<file path="src/rtl/seq_detect_pkg.sv">
// rtl/seq_detect_pkg.sv - shared state encodings and step-result type for the 1101 detector
package seq_detect_pkg;

   typedef logic [2:0] seq_state_t;

   localparam seq_state_t S0 = 3'd0;
   localparam seq_state_t S1 = 3'd1;
   localparam seq_state_t S2 = 3'd2;
   localparam seq_state_t S3 = 3'd3;

   typedef struct packed {
      seq_state_t next_state;
      logic       match;
   } step_res_t;

endpackage

</file>
<file path="src/rtl/seq_step_1101.sv">
// rtl/seq_step_1101.sv - combinational 1101 step function; SEQDET_OVERLAP_EN keeps the trailing 1 on match
module seq_step_1101
   import seq_detect_pkg::*;
(
   input  seq_state_t state_i,
   input  logic       bit_i,
   output step_res_t  res_o
);

   always_comb begin
      res_o.next_state = S0;
      res_o.match      = 1'b0;
      case (state_i)
         S0: res_o.next_state = bit_i ? S1 : S0;
         S1: res_o.next_state = bit_i ? S2 : S0;
         S2: res_o.next_state = bit_i ? S2 : S3;
         S3: begin
            if (bit_i) begin
               res_o.match = 1'b1;
`ifdef SEQDET_OVERLAP_EN
               res_o.next_state = S1;
`else
               res_o.next_state = S0;
`endif
            end
         end
         default: res_o.next_state = S0;
      endcase
   end

endmodule

</file>
<file path="src/rtl/seq_detect_scheduler.sv">
// rtl/seq_detect_scheduler.sv - one 1101 step engine shared round-robin across NUM_CH serial channels
// Match overlap behaviour follows SEQDET_OVERLAP_EN (see seq_step_1101).
module seq_detect_scheduler
   import seq_detect_pkg::*;
#(
   parameter int NUM_CH = 4,
   parameter int CH_W   = $clog2(NUM_CH),
   parameter int CNT_W  = 16
) (
   input  logic              clk,
   input  logic              reset,
   input  logic [NUM_CH-1:0] ch_valid,
   input  logic [NUM_CH-1:0] ch_din,
   output logic [NUM_CH-1:0] ch_ready,
   input  logic [NUM_CH-1:0] ch_flush,
   output logic              det_valid,
   output logic [CH_W-1:0]   det_ch,
   output logic [CNT_W-1:0]  match_cnt
);

   seq_state_t       ctx_q [NUM_CH];
   logic [CH_W-1:0]  ptr_q, ptr_d;
   logic             det_valid_q, det_valid_d;
   logic [CH_W-1:0]  det_ch_q, det_ch_d;
   logic [CNT_W-1:0] cnt_q, cnt_d;

   logic             hi_found, lo_found, gnt_valid;
   logic [CH_W-1:0]  hi_idx, lo_idx, gnt_idx;
   step_res_t        step;
   logic             hit;

   // Descending scan leaves the lowest valid index at/after ptr in hi_idx, else lowest overall in lo_idx.
   always_comb begin
      hi_found = 1'b0;
      lo_found = 1'b0;
      hi_idx   = '0;
      lo_idx   = '0;
      for (int k = NUM_CH - 1; k >= 0; k--) begin
         if (ch_valid[k]) begin
            if (CH_W'(k) >= ptr_q) begin
               hi_found = 1'b1;
               hi_idx   = CH_W'(k);
            end else begin
               lo_found = 1'b1;
               lo_idx   = CH_W'(k);
            end
         end
      end
      gnt_valid = hi_found | lo_found;
      gnt_idx   = hi_found ? hi_idx : lo_idx;
      ch_ready  = '0;
      if (gnt_valid) ch_ready[gnt_idx] = 1'b1;
   end

   seq_step_1101 u_step (
      .state_i (ctx_q[gnt_idx]),
      .bit_i   (ch_din[gnt_idx]),
      .res_o   (step)
   );

   // A flush on the granted channel swallows the bit, so it can never report a match.
   always_comb begin
      hit         = gnt_valid & step.match & ~ch_flush[gnt_idx];
      det_valid_d = hit;
      det_ch_d    = hit ? gnt_idx : det_ch_q;
      cnt_d       = (hit && (cnt_q != '1)) ? cnt_q + 1'b1 : cnt_q;
      ptr_d       = ptr_q;
      if (gnt_valid) ptr_d = (gnt_idx == CH_W'(NUM_CH - 1)) ? '0 : gnt_idx + 1'b1;
   end

   always_ff @(posedge clk or posedge reset) begin
      if (reset) begin
         for (int k = 0; k < NUM_CH; k++) ctx_q[k] <= S0;
         ptr_q       <= '0;
         det_valid_q <= 1'b0;
         det_ch_q    <= '0;
         cnt_q       <= '0;
      end else begin
         for (int k = 0; k < NUM_CH; k++) begin
            if (ch_flush[k]) begin
               ctx_q[k] <= S0;
            end else if (gnt_valid && (gnt_idx == CH_W'(k))) begin
               ctx_q[k] <= step.next_state;
            end
         end
         ptr_q       <= ptr_d;
         det_valid_q <= det_valid_d;
         det_ch_q    <= det_ch_d;
         cnt_q       <= cnt_d;
      end
   end

   assign det_valid = det_valid_q;
   assign det_ch    = det_ch_q;
   assign match_cnt = cnt_q;

endmodule

</file>
<file path="config.mk">
export PLATFORM = sky130hd
export DESIGN_NAME = seq_detect_scheduler
export DESIGN_NICKNAME = d
export VERILOG_FILES = /design/src/rtl/seq_detect_pkg.sv /design/src/rtl/seq_step_1101.sv /design/src/rtl/seq_detect_scheduler.sv
export SDC_FILE = /design/constraint.sdc
export NUM_CORES = 1
export LEC_CHECK = 0
export CORE_MARGIN = 2
export CORE_UTILIZATION = 55
export CTS_CLUSTER_SIZE = 16
export DETAILED_ROUTE_END_ITERATION = 10
export GPL_ROUTABILITY_DRIVEN = 1
export GPL_TIMING_DRIVEN = 0
export PLACE_DENSITY = 0.88
export SLEW_MARGIN = 30
export SYNTH_ARGS = -nofsm -noshare
export SYNTH_HDL_FRONTEND = slang
export SYNTH_HIERARCHICAL = 1
export SYNTH_SLANG_ARGS = --single-unit
</file>
<file path="constraint.sdc">
create_clock -name clk -period 9.3 [get_ports clk]
set_input_delay 0.93 -clock clk [delete_from_list [all_inputs] [get_ports clk]]
set_output_delay 0.93 -clock clk [all_outputs]
set_load 0.02 [all_outputs]
</file>
-- Word level (Yosys, flattened, before mapping)
Cells that the tools add are included.
- add/sub/neg operators: 2
- $lt $le $gt $ge: 7
- equality and inequality tests: 7
- mux-type cells: 58
- bitwise operators: 5
- reduce and logical (&&, ||, !) cells: 12
- operator list (kind ; number):
    $mux 2 ; 19
    $mux 3 ; 10
    $mux 1 ; 23
    $add 16x1->16 const B ; 1
    $ne 16x16->1 const B ; 1
    $pmux 3 s4 ; 1
    $reduce_bool 2->1 ; 4
    $bmux 3 s2 ; 1
    $eq 3x2->1 const B ; 2
    $logic_and 1x1->1 ; 6
    $bmux 1 s2 ; 2
    $eq 2x2->1 const B ; 2
    $ge 1x2->1 const A ; 2
    $ge 2x2->1 const A ; 2
    $mux 4 ; 1
    $eq 3x1->1 const B ; 1
    $ge 3x3->1 const B ; 1
    $logic_not 3->1 ; 1
    $lt 2x3->1 const B ; 1
    $not 2->3 ; 1
    $add 2x1->2 const B ; 1
    $and 1x1->1 ; 2
    $demux 1 s2 ; 1
    $eq 2x1->1 const B ; 1
    4 further kinds ; 4
- register bits after elaboration: 33
- bits of input ports: 14
- output and inout bits: 23
- logic and storage cells: 99

-- Logic depth before layout (Yosys ltp)
Gate-level depths: netlist of the first run.
- depth after elaboration: 19
- depth in mapped cells: 13
- depth with buffers taken out: 11

-- By module
The synthesis of the first run kept the hierarchy.
- by module, submodules not included (module ; times used ; cells an instance ; area an instance (um^2) ; seq. area each (um^2)):
    seq_detect_scheduler ; 1 ; 184 ; 1794.2 ; 825.8
    seq_step_1101 ; 1 ; 8 ; 60.1 ; 0.0

-- Worst setup path before layout of the first run
OpenSTA, ideal clock, no wires.
- kind: input to register
- start point: input ch_valid[1]
- end point: register cnt_q[12], in the netlist match_cnt[12]
- library setup time: 128 ps
- data arrival time: 3443 ps
- required time: 9172 ps
- slack: 5729 ps
- stages on the path: 13
- path buffers: 2
- cells stage by stage: or3b_1 -> o221ai_2 -> buf_2 -> inv_2 -> a211oi_1 -> a21oi_1 -> and4b_2 -> nand2_1 -> or3_1 -> o22ai_1 -> buf_4 -> nand3_1 -> mux2_1
- RTL lines (what ; RTL line ; text):
    start: declaration ; seq_detect_scheduler.sv:12 ; input logic [NUM_CH-1:0] ch_valid,
    end signal: assignment ; seq_detect_scheduler.sv:89 ; cnt_q <= cnt_d;
    end: declaration ; seq_detect_scheduler.sv:25 ; logic [CNT_W-1:0] cnt_q, cnt_d;

-- Final worst setup path of the first run
- start point: input ch_valid[2]
- end point: output ch_ready[0]
- cells in the longest elaborated chain, start to end: 11
- elaborated cells on any way between the ends: 28
- classes of those cells: order compare (2); mux (24); bitwise (1); reduce/logical (1)
- ends and longest elaborated chain (what ; RTL line ; text):
    $mux 2 / $mux 1 (equally long branches) ; seq_detect_scheduler.sv:39 ; if (ch_valid[k]) begin
    $mux 2 / $mux 1 (equally long branches) ; seq_detect_scheduler.sv:40 ; if (CH_W'(k) >= ptr_q) begin
    $mux 2 / $mux 1 (equally long branches) ; seq_detect_scheduler.sv:39 ;
    $mux 2 / $mux 1 (equally long branches) ; seq_detect_scheduler.sv:40 ;
    $mux 2 / $mux 1 (equally long branches) ; seq_detect_scheduler.sv:39 ;
    $mux 2 (*) ; seq_detect_scheduler.sv:50 ; gnt_idx = hi_found ? hi_idx : lo_idx;
    via gnt_idx[1] ; seq_detect_scheduler.sv:28 ; logic [CH_W-1:0] hi_idx, lo_idx, gnt_idx;
    $lt 2x3->1 (not written as such) / $ge 2x1->1 (equally long branches) ; seq_detect_scheduler.sv:52 ; if (gnt_valid) ch_ready[gnt_idx] = 1'b1;
    $logic_and 1x1->1 (not written as such) ; seq_detect_scheduler.sv:52 ;
    $mux 1 (not written as such) ; seq_detect_scheduler.sv:52 ;
    $demux 1 s2 (*) ; seq_detect_scheduler.sv:52 ;
    $mux 4 (*) ; seq_detect_scheduler.sv:52 ;
    end: declaration ; seq_detect_scheduler.sv:14 ; output logic [NUM_CH-1:0] ch_ready,
Mark *: on every way through the listed nets, which the timed path passes. The rest lies on a longest branch.

==> results of run 1 <==
through the flow:
stage | cell area, sq um | utilization [%] | instances | hold WS [ns] | worst slack [ns]
2_1_floorplan | 1854 | - | 192 | 0.4896 | 5.729
3_3_place_gp | 2272 | 69.18 | 274 | 0.4779 | 4.888
3_5_place_dp | 2272 | 69.18 | 274 | 0.4751 | 4.822
4_1_cts | 2357 | 71.77 | 282 | 0.5101 | 4.916
5_1_grt | 2357 | 71.77 | 282 | 0.5279 | 4.654
6_report | 2357 | 71.77 | 282 | 0.5002 | 4.904
final cells by class:
| cell class | instances | area (sq um) | share of cell area, % |
|---|---|---|---|
| plain buffers | 6 | 33.78 | 1.433 |
| inverters | 9 | 33.78 | 1.433 |
| clock buffers | 7 | 55.05 | 2.335 |
| flip-flops and latches | 33 | 825.8 | 35.03 |
| well taps | 46 | 57.56 | 2.442 |
| repair buffers | 36 | 360.3 | 15.29 |
| multi-input cells | 144 | 960.9 | 40.76 |
| clock inverters | 1 | 30.03 | 1.274 |
critical path, cell delays in order:
cell,delay (ns)
clkdlybuf4s50_1,0.48
nor2b_1,0.17
a311oi_1,0.36
nor2_1,0.14
clkbuf_1,0.25
inv_1,0.15
ha_1,0.15
nand2_1,0.10
inv_1,0.13
clkdlybuf4s50_1,0.62
synth_stat cells, drive strengths merged (2+ instances only):
| library cell | count |
|---|---|
| mux2 | 7 |
| nand3b | 2 |
| nor3 | 6 |
| a211oi | 4 |
| nand2b | 2 |
| and2 | 4 |
| xor2 | 7 |
| xnor2 | 8 |
| inv | 9 |
| nand3 | 5 |
| and4 | 2 |
| buf | 5 |
| or4 | 2 |
| nor2 | 7 |
| nor2b | 2 |
| mux2i | 5 |
| dfrtp | 33 |
| nor3b | 2 |
| ha | 5 |
| nand2 | 41 |
| nor4b | 3 |
| a21oi | 18 |
flip-flops by register name, indices dropped and copies added, names as in the netlist:
signal	count
ptr_q	2
det_ch	2
ctx_q	12
det_valid	1
match_cnt	16
final timing paths:
check,to,slack (ns)
worst max-delay path,ch_ready[0],4.90
worst min-delay path,det_ch[0],0.50
worst max register to register,match_cnt[12],5.84
worst min register to register,det_ch[0],0.50
max in group asynchronous,match_cnt[3],7.86
min in group asynchronous,match_cnt[9],1.00
metal layers:
layer	vias to the layer above	GRT usage [%]	share of wire, %
met5	-	0	0
met4	0	6.991	2.2
met3	10	6.211	4.1
li1	745	-	-
met2	40	35.57	49
met1	702	29.68	45
logic make-up (layout without fill, tap and decap cells):
family	count (synthesis)	count (layout)	synth area share, %
compound gates	28	28	9.380
xor+xnor	15	15	7.085
fa+ha+maj	5	5	3.374
buf+inv	15	59	3.643
flops	33	33	44.53
mux	12	12	7.557
other cells	1	1	0.2022
simple gates	83	83	24.22
where the power goes:
group	switching (mW)	leakage, nW	internal [mW]
clock network	0.0486	0.0455	0.0642
registers	0.0202	0.444	0.166
logic	0.111	0.560	0.0864
==> impl_metrics.ini, run 1 <==
[status]
status = finished, final reports clean

[global_route]
grt_pass1_vias = 1378
grt_max_degree = 34
antenna_found_initial = 0
gr-total-overflow = 0
track_usage_pct = 22.36
grt_pass1_wl_microns = 6210

[power_and_ir_drop]
report.power.total_mw = 0.4972
irDropWorstVdd_v = 0.0001220
pwr_density_cell_nw_per_um2 = 210.9
power_leakage_nw = 1.050

[final_layout]
diodes = 0
fillers = 264
drive_gt1_share_pct = 10.59
area_growth_pct = 27.13
final_cell_mix = 41 x nand2_1, 36 x clkdlybuf4s50_1, 33 x dfrtp_1
fin_nets = 254
final_common_cell = nand2_1

[yosys]
yosysSeqAreaShare_pct = 44.53
yosys_warnings = 6
ys_ff_latch = 33
yosys.area.top_type_share_pct = 44.53
ys_async_sr_fraction_pct = 100.0
syn_area_sq_um = 1854
synth_area_leaders = dfrtp_1 45%, nand2_1 8.3%, a21oi_1 4.9%
yosys.area.top_type = dfrtp_1
ys_types = 42
synthFlopType = dfrtp_1
synth-edff-count = 0
netlist_instances = 192
syn_nets = 211
avgSynthCellArea_sq_um = 9.658

[setup_path]
critPathLaunchType = input pin
r2r_cells = 13
critPathRequiredTime_ns = 8.37
endpoint_kind = primary output
arrival_ns = 3.47
worstPathMaxFanout = 11
r2r_start = ptr_q[1]
critPathKind = in2out
startpoint = ch_valid[2]

[floorplanning]
coreArea_sq_um = 3284
die_width_microns = 62.07
initial_core_util_pct = 56.46
rows = 21
fp.dieArea_sq_um = 3852
io_pins = 37
die_height_microns = 62.07

[hold_path]
whs_path_depth = 1
hp-class = reg2reg
min-delay-start = det_ch[0]

[flow_run]
cap_violations = 0

[clocking]
clockBufferDepth = 2
insertion_delay_ns = 0.34
cts_setup_buffers = 0
numCtsBuffers = 5
clock_sinks = 33
cts.clk_slew.worst_paths_ns = 0.10
cts.hold.buffers_added = 0
cts_resized = 0
cts_root_buffer = clkbuf_4
htree_levels = 2
cts_tree = yes

[timing]
setup_violations = 0
fin_setup_tns_ns = 0
tightest_slew_ns = 0.6685
drv_slew = 0
fin_skew_ns = 0.01354
min_period_over_period_pct = 47.27
fmax_mhz = 227.5
rsz0062_at_grt = false
relSlewSlack_pct = 55.37
min_period_ns = 4.396
finalHoldViolCount = 0

[detailed_routing]
wirelength_microns = 3716
via_count = 1497
final_antenna_net_count = 0
via_per_inst = 5.309
wl_per_cell_microns = 13.18
first_pass_iters = 4
drc = 0
drtIter0Drc = 65

[placed_design]
port_buffers = 36
gp_congestion = 0.7837
hpwl_microns = 2816
No activity file was read; power rests on OpenSTA's default activity.
==> run 2, diff against run 1 <==
--- a/config.mk
+++ b/config.mk
@@ -6,12 +6,12 @@
 export NUM_CORES = 1
 export LEC_CHECK = 0
 export CORE_MARGIN = 2
-export CORE_UTILIZATION = 55
+export CORE_UTILIZATION = 46
 export CTS_CLUSTER_SIZE = 16
 export DETAILED_ROUTE_END_ITERATION = 10
 export GPL_ROUTABILITY_DRIVEN = 1
 export GPL_TIMING_DRIVEN = 0
-export PLACE_DENSITY = 0.88
+export PLACE_DENSITY = 0.79
 export SLEW_MARGIN = 30
 export SYNTH_ARGS = -nofsm -noshare
 export SYNTH_HDL_FRONTEND = slang
==> constraint.sdc (replaced) <==
create_clock -name clk -period 3.8 [get_ports clk]
set_input_delay 0.38 -clock clk [delete_from_list [all_inputs] [get_ports clk]]
set_output_delay 0.38 -clock clk [all_outputs]
set_load 0.02 [all_outputs]
==> impl_metrics.ini, run 2 (synthesized netlist as in run 1, its figures left out) <==
[status]
status = finished, final reports clean

[hold_path]
hp-class = reg2reg

[setup_path]
endpoint_kind = flop
critPathKind = in2reg
arrival_ns = 3.76
critPathLaunchType = input pin
cp_top_family = simple AND/OR/NAND/NOR gates
critPathBufInv = 4
cp_slowest_cell = clkdlybuf4s50_1
max_stage_delay_ns = 0.54
crit_chain = clkdlybuf4s50_1 -> or3b_1 -> o221ai_2 -> clkbuf_4 -> inv_2 -> a211oi_1 -> a21oi_1 -> and4b_2 -> nand2_1 -> or3_1 -> o22ai_1 -> buf_4 -> nand3_1 -> mux2_1
worstPathMaxFanout = 11
critPathRequiredTime_ns = 3.97

[clocking]
cts.clk_slew.worst_paths_ns = 0.07
cts.hold.buffers_added = 0
insertion_delay_ns = 0.29
numCtsBuffers = 5
htree_levels = 2
clock_sinks = 33
clockBufferDepth = 2
cts_tree = yes
cts_root_buffer = clkbuf_8

[global_route]
grt_max_degree = 34
antenna_found_initial = 0
gr-total-overflow = 0
grt_pass1_wl_microns = 6085
track_usage_pct = 18.25
grt_pass1_vias = 1332

[final_layout]
finalInstanceArea_sq_um = 2372
diodes = 0
drive_gt1_share_pct = 10.64
fin_util_pct = 60.17
area_growth_pct = 27.94
fin_nets = 254
largest_reg_flops = 16
final_cell_mix = 41 x nand2_1, 36 x clkdlybuf4s50_1, 33 x dfrtp_1
fillers = 343
final_common_cell = nand2_1

[timing]
min_period_ns = 3.589
tightest_slew_ns = 0.6707
relSlewSlack_pct = 55.22
setup_violations = 0
drv_slew = 0
fin_setup_tns_ns = 0
finalHoldViolCount = 0
fmax_mhz = 278.6
min_period_over_period_pct = 94.46
fin_skew_ns = 0.009035
rsz0062_at_grt = false

[floorplanning]
coreArea_sq_um = 3943
io_pins = 37
die_width_microns = 67.49
fp.dieArea_sq_um = 4555
initial_core_util_pct = 47.03
die_height_microns = 67.49
rows = 23

[power_and_ir_drop]
pwr_density_cell_nw_per_um2 = 515.3
irDropWorstVdd_v = 0.0002721
power_leakage_nw = 1.050

[placed_design]
hpwl_microns = 2820
gp_congestion = 0.7375
place_area_sq_um = 2277
port_buffers = 36

[detailed_routing]
final_antenna_net_count = 0
drc = 0
wl_per_cell_microns = 13.29
first_pass_iters = 4
via_per_inst = 5.158
drtIter0Drc = 58
via_count = 1470
wirelength_microns = 3788

[flow_run]
cap_violations = 0
run 2: changes by cell type in the layout (fill, tap and decap cells not counted), sizes merged:
cell / before / now
bufinv: 1 / 0
clkbuf: 8 / 9
buf: 5 / 4
run 2: routing by layer:
metal | wire (microns) | part of all wire [%] | GRT usage (%) | vias up
li1 | - | - | - | 737
met3 | 130 | 3.4 | 6.000 | 4
met2 | 1879 | 50 | 28.92 | 34
met4 | 54 | 1.4 | 6.122 | 0
met1 | 1723 | 45 | 23.40 | 695
met5 | 0 | 0 | 0 | -
run 2: final cells by class:
cell class | count | area (sq um) | area share, %
Inverter | 9 | 33.78 | 1.424
Clock buffer | 7 | 86.33 | 3.639
Timing Repair Buffer | 36 | 360.3 | 15.19
Sequential cell | 33 | 825.8 | 34.81
Tap cell | 50 | 62.56 | 2.637
Buffer | 6 | 36.28 | 1.530
Multi-Input combinational cell | 144 | 967.2 | 40.77
run 2: worst paths after layout:
| kind | startpoint | end | slack (ns) | cells past startpoint |
|---|---|---|---|---|
| worst max-delay path | ch_valid[2] | match_cnt[12] | 0.21 | 14 |
| worst min-delay path | match_cnt[8] | match_cnt[8] | 0.49 | 1 |
| worst max register to register | ptr_q[1] | match_cnt[12] | 0.39 | 13 |
| worst min register to register | match_cnt[8] | match_cnt[8] | 0.49 | 1 |
| max in group asynchronous | reset | ctx_q[8] | 2.84 | 2 |
| min in group asynchronous | reset | ctx_q[4] | 0.52 | 2 |
run 2: power by group:
group | switching (mW) | leakage [nW] | internal, mW | total (mW)
Combinational | 0.285 | 0.562 | 0.215 | 0.500
Sequential | 0.0488 | 0.444 | 0.408 | 0.457
Clock | 0.122 | 0.0443 | 0.144 | 0.266
run 2: worst reg2reg max path, cell delays in order (launching register included):
cell and delay [ns]:
dfrtp_1 0.43, or3b_1 0.41, o221ai_2 0.13, clkbuf_4 0.31, inv_2 0.12, a211oi_1 0.25, a21oi_1 0.10, and4b_2 0.32
nand2_1 0.07, or3_1 0.33, o22ai_1 0.21, buf_4 0.21, nand3_1 0.10, mux2_1 0.31
run 2: repair_timing:
item | in CTS | in global routing
resized for setup | 0 | 2
hold endpoints to repair | 0 | 0
endpoints found under the setup margin | 0 | 2
buffers inserted | 0 | 0
run 2: stage by stage:
stage	power (mW)	worst slack [ns]	hold slack, ns	instances
3_3_place_gp	0.9420	-0.04979	0.4761	278
5_1_grt	1.297	0.02528	0.5172	285
6_report	1.223	0.2107	0.4861	285
3_5_place_dp	0.9553	-0.1040	0.4820	278
4_1_cts	1.223	0.1862	0.4907	285
2_1_floorplan	0.7868	0.7185	0.4431	192
==> run 3, diff against run 2 <==
--- a/config.mk
+++ b/config.mk
@@ -5,7 +5,6 @@
 export SDC_FILE = /design/constraint.sdc
 export NUM_CORES = 1
 export LEC_CHECK = 0
-export CORE_MARGIN = 2
 export CORE_UTILIZATION = 46
 export CTS_CLUSTER_SIZE = 16
 export DETAILED_ROUTE_END_ITERATION = 10
==> impl_metrics.ini, run 3 (synthesized netlist as in run 1, its figures left out) <==
[clocking]
cts.clk_slew.worst_paths_ns = 0.06
clock_sinks = 33
cts_tree = yes
clockBufferDepth = 2
insertion_delay_ns = 0.28
numCtsBuffers = 5
htree_levels = 2
cts.hold.buffers_added = 0
cts_root_buffer = clkbuf_8

[setup_path]
arrival_ns = 3.73
max_stage_delay_ns = 0.55
critPathKind = in2reg
critPathLaunchType = input pin
worstPathMaxFanout = 11
reg2reg_to = match_cnt[12]
reg2reg_setup_slack_ns = 0.42
r2r_start = ptr_q[1]
cp_slowest_cell = clkdlybuf4s50_1
critPathRequiredTime_ns = 3.97
crit_chain = clkdlybuf4s50_1 -> or3b_1 -> o221ai_2 -> clkbuf_4 -> inv_2 -> a211oi_1 -> a21oi_1 -> and4b_2 -> nand2_1 -> or3_1 -> o22ai_1 -> buf_4 -> nand3_1 -> mux2_1
endpoint_kind = flop
r2r_cells = 13

[placed_design]
port_buffers = 36
hpwl_microns = 2731
gp_congestion = 0.8351
pre_cts_ws_ns = -0.09279

[final_layout]
largest_reg_flops = 16
fin_nets = 254
drive_gt1_share_pct = 10.64
diodes = 0
final_cell_mix = 41 x nand2_1, 36 x clkdlybuf4s50_1, 33 x dfrtp_1
area_growth_pct = 27.80
final_common_cell = nand2_1

[detailed_routing]
final_antenna_net_count = 0
via_count = 1486
drc = 0
first_pass_iters = 4
wirelength_microns = 3666
drtIter0Drc = 67
wl_per_cell_microns = 12.95
via_per_inst = 5.251

[global_route]
gr-total-overflow = 0
grt_pass1_vias = 1366
grt_pass1_wl_microns = 6306
grt_max_degree = 34
track_usage_pct = 19.58
antenna_found_initial = 0

[power_and_ir_drop]
power.switching_mw = 0.4490
p_seq_share_pct = 37.5
irDropWorstVdd_v = 0.0003421
pwr_density_cell_nw_per_um2 = 513.4
p_int_mw = 0.7675
switching_share_pct = 36.91
power_leakage_nw = 1.050
combPwrFrac_pct = 40.8
clkPwrFrac_pct = 21.7

[timing]
tightest_slew_ns = 0.6836
rsz0062_at_grt = false
fin_skew_ns = 0.005156
drv_slew = 0
fmax_mhz = 280.5
relSlewSlack_pct = 54.36
finalHoldViolCount = 0
worst_hold_slack_ns = 0.4934
min_period_over_period_pct = 93.82
min_period_ns = 3.565
setup_violations = 0
setup_ws_ns = 0.2350

[floorplanning]
rows = 22
io_pins = 37
die_height_microns = 65.49
initial_core_util_pct = 49.17
coreArea_sq_um = 3771
die_width_microns = 65.49
fp.dieArea_sq_um = 4289

[hold_path]
min_delay_worst_endpoint = match_cnt[8]
min-delay-start = match_cnt[8]
whs_path_depth = 1
hp-class = reg2reg

[flow_run]
cap_violations = 0

[status]
status = finished, final reports clean
## run 3: area by class of cell
type	instances	area, sq um
Sequential cell	33	825.8
Fill cell	328	1401
Buffer	6	36.28
Clock buffer	7	86.33
Multi-Input combinational cell	144	967.2
Timing Repair Buffer	36	360.3
Inverter	9	33.78
Tap cell	48	60.06
## run 3: power by group through the flow
stage | sequential (mW) | combinational, mW | clock (mW)
6_report | 0.457 | 0.497 | 0.264
5_1_grt | 0.466 | 0.544 | 0.285
4_1_cts | 0.458 | 0.492 | 0.271
3_5_place_dp | 0.464 | 0.490 | 0
3_3_place_gp | 0.463 | 0.480 | 0
2_1_floorplan | 0.480 | 0.307 | 0
## run 3: worst max-delay path, delay by kind of cell
kind	cells	cell delay, ns
AO/OA/AOI/OAI	4	0.68
buffers and inverters	4	1.16
multiplexers	1	0.31
AND/OR/NAND/NOR	5	1.20
## run 3: how the worst max path moves through the flow
stage / start / end / depth (start not counted)
CTS: ch_valid[2] / match_cnt[12] / 14
global placement: ch_valid[2] / match_cnt[12] / 14
detailed placement: ch_valid[2] / match_cnt[12] / 14
global route: ch_valid[2] / match_cnt[12] / 14
finish: ch_valid[2] / match_cnt[12] / 14
floorplan: ptr_q[1] / match_cnt[12] / 13
## run 3: routing by layer
| layer | global-route usage [%] | part of all wire [%] |
|---|---|---|
| met1 | 27.03 | 51 |
| met2 | 28.87 | 44 |
| met3 | 4.688 | 2.6 |
| met4 | 8.967 | 1.8 |
| met5 | 0 | 0 |
## run 3: repair_timing
item | CTS | global route
endpoints found under the setup margin | 0 | 3
buffers inserted | 0 | 0
resized for setup | 0 | 2
## run 3: metrics by stage
step                      cell area (sq um)  power, mW  setup TNS, ns  instances  utilization, %
after CTS                              2361      1.221              0        283           62.61
final                                  2370      1.217              0        283           62.84
after global placement                 2275     0.9427       -0.09852        276           60.32
after floorplan                        1854     0.7868              0        192               -
after detailed placement               2275     0.9545        -0.2032        276           60.32
after global routing                   2370      1.295              0        283           62.84
==> RTL edit 1: new RTL, settings of run 2 <==
Put one more register stage on the output `match_cnt`, cleared by the reset. The value now appears one clock later. The other outputs are not delayed to match.
--- a/src/rtl/seq_detect_scheduler.sv
+++ b/src/rtl/seq_detect_scheduler.sv
@@ -92,7 +92,13 @@
 
    assign det_valid = det_valid_q;
    assign det_ch    = det_ch_q;
-   assign match_cnt = cnt_q;
+   always_ff @(posedge clk or posedge reset) begin
+      if (reset) begin
+         match_cnt <= '0;
+      end else begin
+         match_cnt <= cnt_q;
+      end
+   end
 
 endmodule
 
Function: changed (Yosys sat finds a counterexample within 10 cycles, from zero or initial values and one cycle with reset high).
==> RTL edit 1 against run 2 <==
  * Wire length increased by 6.7%
  * Total power increased by 21%
  * Setup slack improved by 170 ps
  * Clock power increased by 37%
  * Synthesized area increased by 19%
  * Cell area increased by 16%
  * Hold slack got worse by 61 ps
  * Cell count increased by 9.1%
  * Sequential cell count increased by 16
  * Largest cell class is now flip-flops and latches
  * First-iteration DRC count increased by 52%
  * Count of clock-buffer cells in the layout decreased by 1
  * Register-to-register slack improved by 120 ps
  * Via count increased by 11%
==> RTL edit 1: results (changes against run 2) <==
metric	value	unit	change
Area Overhead vs Synth	24.6	%	
synth top area cells	dfrtp_1 (56%), nand2_1 (9.0%), xnor2_1 (5.6%)		
largest net degree at the start of global routing	50		+47%
final wirelength	4040	um	+6.7%
inverter count	12		+3
FF/Latch Area	1230	um^2	+48%
arrival time at the worst endpoint	3610	ps	-150 ps
largest class	flip-flops and latches		
non-filler instance count after layout	311		+9.1%
pre-CTS setup slack	85.8	ps	+190 ps
Non-clk bufs	41		-2.4%
Non-Clock Buffer Area Fraction	0.144		-0.0232
hold endpoint	match_cnt[12]$_DFF_PP0_		
CTS Sinks	49		+48%
DRT iter0 DRCs	88		+52%
Layout fillers	404		+18%
clock-pin slew on the worst setup and hold paths	90	ps	+20 ps
vias in the first global route	1555		+17%
Placed Area	2640	um^2	+16%
GRT Overall Usage	0.163		-0.0199
Final clock-cell share	0.0405		+0.00415
Distinct cells, synth	41		-2.4%
global placer's final weighted congestion	0.828		+12%
first-pass GRT wire length	6800	um	+12%
FF-to-FF End	cnt_q[6]$_DFFE_PP0P_		
status	complete, no violations		
multi-input combinational area share	0.327		-0.0806
post-synthesis cell count	213		+11%
# clk buffers	6		-1
## RTL edit 1: power by group through the flow
| stage | sequential, W | clock [W] | combinational (W) |
|---|---|---|---|
| global placement | 0.000639 | 0 | 0.000472 |
| global route | 0.000641 | 0.000397 | 0.000537 |
| floorplan | 0.000654 | 0 | 0.000304 |
| detailed placement | 0.000640 | 0 | 0.000482 |
| CTS | 0.000631 | 0.000370 | 0.000483 |
| finish | 0.000631 | 0.000364 | 0.000485 |
## RTL edit 1: critical path, delay by kind of cell
family	cells	cell delay (ps)
AOI/OAI and AO/OA	4	830
buffers and inverters	3	1050
and+or+nand+nor	7	1180
xor gates and xnor gates	1	150
## RTL edit 1: worst max-delay path by stage
stage,start,to,slack [ps],depth (start not counted)
global route,ch_valid[2],cnt_q[6]$_DFFE_PP0P_,80,15
CTS,ch_valid[2],cnt_q[6]$_DFFE_PP0P_,390,15
global placement,ch_valid[2],cnt_q[3]$_DFFE_PP0P_,180,15
floorplan,ch_valid[2],cnt_q[3]$_DFFE_PP0P_,1010,14
detailed placement,ch_valid[2],cnt_q[6]$_DFFE_PP0P_,90,15
finish,ch_valid[2],cnt_q[6]$_DFFE_PP0P_,380,15
## RTL edit 1: cell families (layout without fill, tap and decap cells)
kind of cell	Yosys count	after routing	share of synthesized area
compound gates	31	31	0.0953
fa+ha+maj	5	5	0.0284
buf+inv	17	61	0.0363
other cells	1	1	0.00170
flops	49	49	0.556
xor+xnor	15	15	0.0596
mux	4	4	0.0199
simple gates	91	91	0.203
## RTL edit 1: layer usage
metal | vias up | track usage | wire length (um)
li1 | 805 | - | -
met1 | 793 | 0.220 | 1910
met2 | 29 | 0.260 | 1950
met3 | 5 | 0.0373 | 137
met4 | 0 | 0.0494 | 44
met5 | - | 0 | 0
==> RTL edit 2: new RTL, flow settings as in run 2 <==
Without the edit above. `NUM_CH`: 4 -> 2.
--- a/src/rtl/seq_detect_scheduler.sv
+++ b/src/rtl/seq_detect_scheduler.sv
@@ -3,7 +3,7 @@
 module seq_detect_scheduler
    import seq_detect_pkg::*;
 #(
-   parameter int NUM_CH = 4,
+   parameter int NUM_CH = 2,
    parameter int CH_W   = $clog2(NUM_CH),
    parameter int CNT_W  = 16
 ) (
Ports: changed (5 resized); port bits go from 37 to 28. No check against the original RTL was run, so the function may have changed too.
==> RTL edit 2 against run 2 <==
  * Sequential power down 40%
  * Sequential cell count fell by 8
  * Clock power shrank 55%
  * Setup slack improved by 770 ps
  * Synthesized area is 32% lower
  * Cell area shrank 32%
  * Wire length shrank 31%
  * Total power is 63% lower
==> RTL edit 2: results (changes against run 2) <==
metric	value	unit	change
status	complete, no violations		
met2 Usage GRT	0.304		+0.0148
switching power	0.000112	W	-75%
Rel. slew slack	0.655		+0.102
inverter count	4		-5
CTS Buf Count	3		-2
comb_multi_in	89		-38%
Inst Count DP	178		-36%
Hold Crit Class	in -> async		
# H-tree levels	1		-1
Post-Synth XOR/XNOR Area	0.0897		+0.0188
multi-input combinational area share	0.380		-0.0273
GRT met3 Usage	0.0300		-0.0300
Vias/cell	5.55		+7.6%
final net count	161		-37%
Post-DP HPWL	1930	um	-31%
Routed Antenna Nets	0		unchanged
syn_area_per_cell	10.6	um^2	+9.6%
crit-path max FO	10		-1
Non-clk bufs	29		-31%
syn_nets	129		-39%
Synth top cells by count	dfrtp_1 (25), nand2_1 (15), xnor2_1 (12)		
Distinct cells, synth	35		-17%
FF/Latch Area	626	um^2	-24%
mux cell area share after synthesis	0.0975		+0.0220
clock-pin slew on the worst setup and hold paths	130	ps	+60 ps
GRT Overall Usage	0.175		-0.00768
wire length on met2	1340	um	-29%
Non-Clock Buffer Area Fraction	0.180		+0.0129
met1 Usage GRT	0.208		-0.0260
Layout fillers	248		-28%
Worst path max stage delay	500	ps	-40 ps
largest net degree at the start of global routing	26		-24%
VDD IR-drop max	0.201	mV	-26%
layout cells sized above 1	0.146		+0.0393
arrival time at the worst endpoint	3040	ps	-720 ps
post-route cell area	1610	um^2	-32%
final wirelength	2630	um	-31%
latest clock arrival within the worst-skew pair	330	ps	+40 ps
pre-CTS setup slack	628	ps	+732 ps
met1 WL	1110	um	-36%
post-synthesis adder-cell area fraction	0.00985		-0.0239
Compound-Gate Fraction of Synth Area	0.0670		-0.0268
Avg WL per Cell	14.4	um	+8.7%
Placed Area	1580	um^2	-31%
vias in the first global route	1019		-23%
I/O Buffers	27		-25%
Logic pwr share	0.118		-0.291
Final clock-cell share	0.0164		-0.0200
Worst Skew	8.48	ps	-0.555 ps
sequential share of the synthesized area	0.493		+0.0473
global placer's final weighted congestion	0.840		+14%
## RTL edit 2: worst register-to-register path: stages (launching register included)
cell and delay (ps):
dfrtp_1 420, nand2b_1 190, nand2_1 280, mux2_2 410, and4b_2 260, nor2b_1 140
a32oi_2 330, inv_2 70, o31a_1 120, buf_6 150, mux2_4 290
## RTL edit 2: worst paths after layout
check                                          from                  endpoint  slack, ps  cells after the start
min                                           reset  match_cnt[3]$_DFFE_PP0P_        390                      2
min in group clk           match_cnt[5]$_DFFE_PP0P_  match_cnt[5]$_DFFE_PP0P_        530                      1
max reg2reg                       ptr_q$_DFFE_PP0P_  match_cnt[1]$_DFFE_PP0P_       1030                     10
max                                     ch_valid[0]  match_cnt[1]$_DFFE_PP0P_        980                     11
min reg2reg                match_cnt[5]$_DFFE_PP0P_  match_cnt[5]$_DFFE_PP0P_        530                      1
max in group asynchronous                     reset      ctx_q[0]$_DFFE_PP0P_       3060                      2
